### config.mk
export PLATFORM = sky130hd
export DESIGN_NAME = cipher_tx_streamer
export DESIGN_NICKNAME = d
export VERILOG_FILES = /design/src/rtl/cipher_tx_streamer.sv
export SDC_FILE = /design/constraint.sdc
export NUM_CORES = 1
export LEC_CHECK = 0
export CAP_MARGIN = 30
export CORE_MARGIN = 3
export CORE_UTILIZATION = 50
export CTS_BUF_LIST = sky130_fd_sc_hd__clkbuf_4 sky130_fd_sc_hd__clkbuf_8
export CTS_CLUSTER_SIZE = 30
export DETAILED_ROUTE_END_ITERATION = 6
export PLACE_DENSITY = 0.79
export SETUP_SLACK_MARGIN = 0.1
export SKIP_LAST_GASP = 1
export SLEW_MARGIN = 20
export SYNTH_ARGS = -nofsm -noshare
export SYNTH_HDL_FRONTEND = slang
export SYNTH_SLANG_ARGS = --single-unit
### constraint.sdc
create_clock -name Clk_100M -period 3.8 [get_ports Clk_100M]
set_input_delay 0.38 -clock Clk_100M [delete_from_list [all_inputs] [get_ports Clk_100M]]
set_output_delay 0.38 -clock Clk_100M [all_outputs]
set_load 0.005 [all_outputs]
### src/rtl/cipher_tx_streamer.sv
// Streams a completed ciphertext buffer out as one UART frame:
// length header, data bytes read through a synchronous read port,
// then an optional XOR checksum byte.
//
// state   | meaning
// --------+-----------------------------------------------------------
// IDLE    | waiting for Start; Start latches the clamped length
// HDR     | header byte on Tx_Data, Tx_Send held until a fresh busy rise
// FETCH   | Rd_Addr presented for the current index
// LOAD    | Rd_Data valid; byte captured into Tx_Data and checksum
// SEND    | data/checksum byte held with Tx_Send until a fresh busy rise
// WAIT_HI | one cycle after the sender took the byte
// WAIT_LO | waiting for Tx_Busy to fall before the next byte
// CSUM    | checksum byte loaded into Tx_Data
// FIN     | one-cycle Done pulse, Busy already low
module cipher_tx_streamer #(
  parameter int MAX_LEN     = 100,
  parameter bit APPEND_CSUM = 1'b1
) (
  input  logic       Clk_100M,
  input  logic       Reset,
  input  logic       Start,
  input  logic [7:0] Length,
  output logic [7:0] Rd_Addr,
  input  logic [7:0] Rd_Data,
  output logic [7:0] Tx_Data,
  output logic       Tx_Send,
  input  logic       Tx_Busy,
  output logic       Busy,
  output logic       Done,
  output logic [7:0] Checksum
);

  typedef enum logic [3:0] {
    S_IDLE, S_HDR, S_FETCH, S_LOAD, S_SEND, S_WAIT_HI, S_WAIT_LO, S_CSUM, S_FIN
  } state_t;

  // which byte of the frame is currently in flight
  typedef enum logic [1:0] {K_HDR, K_DATA, K_CSUM} kind_t;

  localparam logic [7:0] MAX_LEN_B = 8'(MAX_LEN);

  state_t     state_q, state_d;
  kind_t      kind_q, kind_d;
  logic [7:0] len_q, len_d;
  logic [7:0] idx_q, idx_d;
  logic [7:0] rd_addr_q, rd_addr_d;
  logic [7:0] tx_data_q, tx_data_d;
  logic       tx_send_q, tx_send_d;
  logic       busy_q, busy_d;
  logic       done_q, done_d;
  logic [7:0] csum_q, csum_d;
  logic       busy_prev_q, busy_prev_d;

  logic       busy_rise;
  logic [7:0] len_clamped;

  // A byte is only taken once busy rises while we hold Tx_Send; a busy level
  // left over from an earlier transfer must fall and rise again first.
  assign busy_rise   = Tx_Busy && !busy_prev_q;
  assign len_clamped = (Length > MAX_LEN_B) ? MAX_LEN_B : Length;

  // Next-state and datapath updates for the frame sequencer
  always_comb begin
    state_d     = state_q;
    kind_d      = kind_q;
    len_d       = len_q;
    idx_d       = idx_q;
    rd_addr_d   = rd_addr_q;
    tx_data_d   = tx_data_q;
    tx_send_d   = tx_send_q;
    busy_d      = busy_q;
    done_d      = 1'b0;
    csum_d      = csum_q;
    busy_prev_d = Tx_Busy;

    case (state_q)
      S_IDLE: begin
        if (Start) begin
          len_d     = len_clamped;
          idx_d     = 8'd0;
          csum_d    = 8'd0;
          busy_d    = 1'b1;
          tx_data_d = len_clamped;
          tx_send_d = 1'b1;
          kind_d    = K_HDR;
          state_d   = S_HDR;
        end
      end
      S_HDR, S_SEND: begin
        if (busy_rise) begin
          tx_send_d = 1'b0;
          state_d   = S_WAIT_HI;
        end
      end
      S_WAIT_HI: state_d = S_WAIT_LO;
      S_WAIT_LO: begin
        if (!Tx_Busy) begin
          case (kind_q)
            K_HDR: begin
              if (len_q == 8'd0) begin
                state_d = APPEND_CSUM ? S_CSUM : S_FIN;
              end else begin
                rd_addr_d = idx_q;
                state_d   = S_FETCH;
              end
            end
            K_DATA: begin
              if (idx_q == len_q - 8'd1) begin
                state_d = APPEND_CSUM ? S_CSUM : S_FIN;
              end else begin
                idx_d     = idx_q + 8'd1;
                rd_addr_d = idx_q + 8'd1;
                state_d   = S_FETCH;
              end
            end
            default: state_d = S_FIN;
          endcase
        end
      end
      S_FETCH: state_d = S_LOAD;
      S_LOAD: begin
        tx_data_d = Rd_Data;
        csum_d    = csum_q ^ Rd_Data;
        tx_send_d = 1'b1;
        kind_d    = K_DATA;
        state_d   = S_SEND;
      end
      S_CSUM: begin
        tx_data_d = csum_q;
        tx_send_d = 1'b1;
        kind_d    = K_CSUM;
        state_d   = S_SEND;
      end
      S_FIN:   state_d = S_IDLE;
      default: state_d = S_IDLE;
    endcase

    // Busy drops and Done pulses on the same edge that enters FIN
    if (state_d == S_FIN && state_q != S_FIN) begin
      done_d = 1'b1;
      busy_d = 1'b0;
    end
  end

  // State and datapath registers; reset abandons any frame in progress
  always_ff @(posedge Clk_100M or negedge Reset) begin
    if (!Reset) begin
      state_q     <= S_IDLE;
      kind_q      <= K_HDR;
      len_q       <= 8'd0;
      idx_q       <= 8'd0;
      rd_addr_q   <= 8'd0;
      tx_data_q   <= 8'd0;
      tx_send_q   <= 1'b0;
      busy_q      <= 1'b0;
      done_q      <= 1'b0;
      csum_q      <= 8'd0;
      busy_prev_q <= 1'b0;
    end else begin
      state_q     <= state_d;
      kind_q      <= kind_d;
      len_q       <= len_d;
      idx_q       <= idx_d;
      rd_addr_q   <= rd_addr_d;
      tx_data_q   <= tx_data_d;
      tx_send_q   <= tx_send_d;
      busy_q      <= busy_d;
      done_q      <= done_d;
      csum_q      <= csum_d;
      busy_prev_q <= busy_prev_d;
    end
  end

  assign Rd_Addr  = rd_addr_q;
  assign Tx_Data  = tx_data_q;
  assign Tx_Send  = tx_send_q;
  assign Busy     = busy_q;
  assign Done     = done_q;
  assign Checksum = csum_q;

endmodule
=== Word level (Yosys, flattened, before mapping) ===
Index checks and enable logic that the tools add are counted.

* Output and inout port bits: 27
* Bits of input ports: 20
* Logic and storage cells: 82
* Flip-flop bits (word level): 50

* Reduce and logical (&&, ||, !) cells: 22
* Bitwise logic cells: 2
* Equality and inequality tests: 18
* Muxes and demuxes: 26
* $lt $le $gt $ge: 1
* $add $sub $neg: 2

{| class="wikitable"
|+ Operator list
! cell !! count
|-
| 8-bit two-way mux || 7
|-
| 8-bit case mux with 2 select lines || 3
|-
| 4-bit case mux with 6 select lines || 1
|-
| 8-bit case mux with 3 select lines || 1
|-
| 4-bit by 3-bit equality test with 1-bit output, second input constant || 4
|-
| 2-bit != test, second input constant || 7
|-
| 4-bit two-way mux || 3
|-
| 5-bit AND reduction || 2
|-
| 2-bit nonzero test || 5
|-
| 8-bit by 1-bit adder with 8-bit output, second input constant || 1
|-
| 4-bit by 2-bit equality test with 1-bit output, second input constant || 2
|-
| 8-bit equality test || 1
|-
| 8-bit by 7-bit > comparator with 1-bit output, second input constant || 1
|-
| 8-bit logical NOT || 1
|-
| 4-bit case mux with 2 select lines || 1
|-
| 2-bit AND reduction || 4
|-
| 8-bit by 1-bit subtractor with 8-bit output, second input constant || 1
|-
| 8-bit XOR || 1
|-
| 3-bit two-way mux || 2
|-
| 2-bit case mux with 3 select lines || 1
|-
| 3-bit nonzero test || 2
|-
| 1-bit two-way mux || 5
|-
| 4-bit by 1-bit equality test with 1-bit output, second input constant || 1
|-
| 4-bit equality test, second input constant || 1
|-
| 11 further kinds || 13
|}

=== Logic depth before layout (Yosys ltp) ===
* Word-level depth: 10
* Gate-level depth with buffers: 9

=== Worst setup path before layout ===
Ideal clock, no wire load.

* Path kind: register to register
* From: reg len_q[0]
* To: reg idx_q[3]
* Stages on the path, launching flop included: 10
* Arrival time: 2307 ps
* Required time: 3680 ps
* Path slack: 1373 ps
* Cell sequence: dfrtp_1 -> inv_1 -> ha_1 -> nor2b_1 -> or3_1 -> a31o_2 -> a2111oi_4 -> buf_6 -> nor2_1 -> a31o_2

* Cells in the longest elaborated chain, start to end: 4

{| class="wikitable"
|+ RTL lines
! item !! RTL line !! text
|-
| from (decl) || 45 || <nowiki>logic [7:0] len_q, len_d;</nowiki>
|-
| from (signal assigned) || 163 || <nowiki>len_q <= len_d;</nowiki>
|-
| 8-bit by 1-bit subtractor with 8-bit output || 109 || <nowiki>if (idx_q == len_q - 8'd1) begin</nowiki>
|-
| 8-bit equality test || 109 ||
|-
| 2-bit != test (no line) || -- ||
|-
| 5-bit AND reduction (no line) || -- ||
|-
| to (signal assigned) || 164 || <nowiki>idx_q <= idx_d;</nowiki>
|-
| to (decl) || 46 || <nowiki>logic [7:0] idx_q, idx_d;</nowiki>
|}

No other way between the ends.
A chain may end at the register's enable or synchronous reset.

=== Final worst setup path ===
* From: reg len_q[0]
* To: reg rd_addr_q[1] (netlist: Rd_Addr[1])

* Cells in the longest elaborated chain, start to end: 4
* Elaborated cells between the ends (all ways): 6
* Those cells by class: add/sub (1); eq/ne (3); reduce/logical (2)

{| class="wikitable"
|+ RTL lines
! item !! RTL line !! text
|-
| 8-bit by 1-bit subtractor with 8-bit output || 109 ||
|-
| 8-bit equality test || 109 ||
|-
| 2-bit != test (no line) || -- ||
|-
| 5-bit AND reduction (no line) * || -- ||
|-
| to (signal assigned) || 165 || <nowiki>rd_addr_q <= rd_addr_d;</nowiki>
|-
| to (decl) || 47 || <nowiki>logic [7:0] rd_addr_q, rd_addr_d;</nowiki>
|}

Every way passes the cells marked *; elsewhere a longest branch is shown, timed or not.

==> flow_summary_export.csv <==
group,metric,value,unit
yosys,synth_top_area_frac,0.4608,
clock_network,tritoncts,"built",
yosys,yosys_most_used_dff,"dfrtp_1",
timing,hold_ws,0.1625,ns
worst_setup_path,path_class,"flip-flop to flip-flop",
route,wl_per_cell,15.17,µm
yosys,syn_area,2715,µm²
timing,maxSlewHeadroom,0.4503,
final_layout,final_core_util,0.6401,
yosys,synth.area.top_cells,"dfrtp_1, nand2_1, o21ai_0",
final_layout,layout_common_cells,"dfrtp_1, clkdlybuf4s50_1, nand2_1",
worst_setup_path,crit_chain,"inv_1, ha_1, nor2b_1, or3_1, a31o_2, a2111oi_4, a2111oi_4, mux2_2",
worst_setup_path,required,3.99,ns
yosys,syn_inst,275,
yosys,postSynthNetCount,298,
global_routing,grt_usage,0.2084,
hold_path,hold_path.class,"input pin to asynchronous set/reset pin",
yosys,yosys_warnings,0,
timing,fin_crit,3.011,ns
timing,rsz0062_at_grt,"false",
yosys,synth_edf_count,0,
worst_setup_path,crit_arrival,3.20,ns
clock_network,post-cts-setup-buffers,0,
final_layout,drive_gt1_frac,0.1226,
floorplanning,io_pins,47,
clock_network,htree_levels,2,
global_routing,gr-total-overflow,0,
power_and_ir_drop,p_leak,1.384,nW
floorplanning,initial_utilization,0.5249,
power_and_ir_drop,finalPower,2.161,mW
worst_setup_path,r2r_start,"len_q[0]",
power_and_ir_drop,ir_drop,0.0003305,V
route,firstDrtPassIters,6,
worst_setup_path,start_kind,"flip-flop",
route,drc_errors,0,
timing,fin_setup_tns,0,ns
route,wirelength,5887,µm
route,ant_nets,0,
floorplanning,die_w,79.69,µm
placement,dp_hpwl,4208,µm
placement,placed_area,3216,µm²
global_routing,grt_pass1_wl,10340,µm
yosys,synth-seq-cells,50,
global_routing,antenna_found_initial,0,
global_routing,grt_max_degree,51,
final_layout,num-nets-final,340,
worst_setup_path,critPathLaunch,"len_q[0]",
outcome,status,"finished, final reports clean",
floorplanning,dieArea,6351,µm²
job,drv_cap,0,
clock_network,ctsHoldBuffers,0,
timing,final_hold_viol_count,0,
power_and_ir_drop,p_per_area,652.6,nW/µm²
clock_network,cts.path.max_buffers,2,
clock_network,worst_skew_pair.late_latency,0.31,ns
floorplanning,fp-row-count,26,
timing,finClkSkew,0.008633,ns
clock_network,numCtsBuffers,5,
final_layout,syn_to_final_growth,21.94,%
placement,pre_cts_ws,0.8087,ns
timing,setup_viol,0,
yosys,postSynthAreaPerCell,9.873,µm²
worst_setup_path,rr_endpoint,"Rd_Addr[1]",
clock_network,clock-sinks,50,
timing,slew_violations,0,
placement,io_buffer_count,46,
worst_setup_path,slowest_stage,"a2111oi_4",
final_layout,instances_no_fill,388,
worst_setup_path,ff2ff_setup_slack,0.79,ns
timing,finalWorstSetupSlack,0.7890,ns
floorplanning,core,5172,µm²
worst_setup_path,critPathMostFrequentCell,"a2111oi_4",
placement,dp_cells,380,
route,drtIter0Drc,135,
yosys,synth_cell_type_count,50,
clock_network,cts-resized-gates,0,
final_layout,fill_cells,407,
yosys,async_flop_share,1.000,
placement,place.gp.congestion,0.8622,
final_layout,final_common_cell,"dfrtp_1",
route,viasPerCell,5.531,
floorplanning,fp.dieH,79.69,µm
global_routing,grt_pass1_vias,2111,
worst_setup_path,cp-end-kind,"flip-flop",
timing,fin_crit_sh,0.7924,
route,vias,2146,
worst_setup_path,path_max_fanout,12,
clock_network,root_buffer,"clkbuf_8",
final_layout,stdcell_area,3311,µm²
worst_setup_path,crit_end,"Rd_Addr[1]",
worst_setup_path,reg2reg_depth,8,
yosys,synth-seq-area-share,0.4608,
timing,fmax,332.1,MHz
clock_network,clkTransAtPathRegs,0.09,ns
timing,tightest_slew,0.8246,ns
final_layout,insertedDiodeCount,0,
worst_setup_path,crit_path_max_incr_delay,0.77,ns
yosys,synth_largest_area_cell,"dfrtp_1",
## final cells by class
class,instances,area [µm²],area share
clock inverters,1,5.005,0.001512
inverters,8,30.03,0.009070
multi-input cells,203,1369,0.4135
flip-flops and latches,50,1251,0.3779
well taps,70,87.58,0.02645
clock buffers,7,90.09,0.02721
repair buffers,49,478.0,0.1444
## state kept, by name, indices dropped and copies added (netlist names)
name,cells
Checksum,8
Rd_Addr,8
Tx_Data,8
idx_q,8
len_q,8
state_q,4
kind_q,2
Busy,1
Done,1
Tx_Send,1
busy_prev_q,1
## worst max-delay path, delay by kind of cell, from the launching register on
kind	cells	cell delay, ns
DFF	1	0.42
adders and majority gates	1	0.26
muxes	1	0.34
AOI/OAI and AO/OA	3	1.28
and+or+nand+nor	2	0.49
buffers and inverters	1	0.10
## metal layers
metal / vias to the layer above / global-route usage / part of all wire
met5: - / 0 / 0
li1: 1061 / - / -
met3: 12 / 0.05192 / 0.054
met1: 1008 / 0.2821 / 0.47
met4: 0 / 0.07904 / 0.023
met2: 65 / 0.3222 / 0.46
## cell usage after synthesis, types with 5 or more instances
| master | instances |
|---|---|
| mux2i_1 | 10 |
| nor2b_1 | 7 |
| nand2_1 | 31 |
| nand3_1 | 20 |
| dfrtp_1 | 50 |
| o21ai_0 | 22 |
| a31o_2 | 5 |
| o211ai_1 | 6 |
| xor2_1 | 5 |
| inv_1 | 8 |
| xnor2_1 | 10 |
| mux2_2 | 8 |
| nor2_1 | 19 |
| clkbuf_1 | 9 |
| nor3_1 | 5 |
## worst min path at each step
stage / start / to / slack, ns / depth (start not counted)
after global routing: Reset / Tx_Send / 0.22 / 2
final: Reset / Tx_Send / 0.16 / 2
after floorplan: Reset / Busy / 0.08 / 0
after global placement: Rd_Addr[6] / Rd_Addr[6] / 0.49 / 1
after detailed placement: Rd_Addr[0] / Rd_Addr[0] / 0.50 / 1
after CTS: Reset / Tx_Send / 0.19 / 2
## logic make-up (layout without fill, tap and decap cells)
| group | count (synthesis) | count (layout) | synth area share |
|---|---|---|---|
| mux | 18 | 18 | 0.07005 |
| buf+inv | 22 | 65 | 0.03502 |
| xor+xnor | 15 | 15 | 0.04838 |
| fa+ha+maj | 3 | 3 | 0.01383 |
| flops | 50 | 50 | 0.4608 |
| simple gates | 107 | 107 | 0.1972 |
| compound gates | 60 | 60 | 0.1747 |
## report_power, final
group / leakage (nW) / total (mW) / switching [mW] / internal, mW
Clock: 0.0517 / 0.327 / 0.172 / 0.154
Sequential: 0.650 / 0.870 / 0.175 / 0.695
Combinational: 0.682 / 0.964 / 0.450 / 0.514
Total: 1.38 / 2.16 / 0.798 / 1.36
No activity file was read; power rests on OpenSTA's default activity.
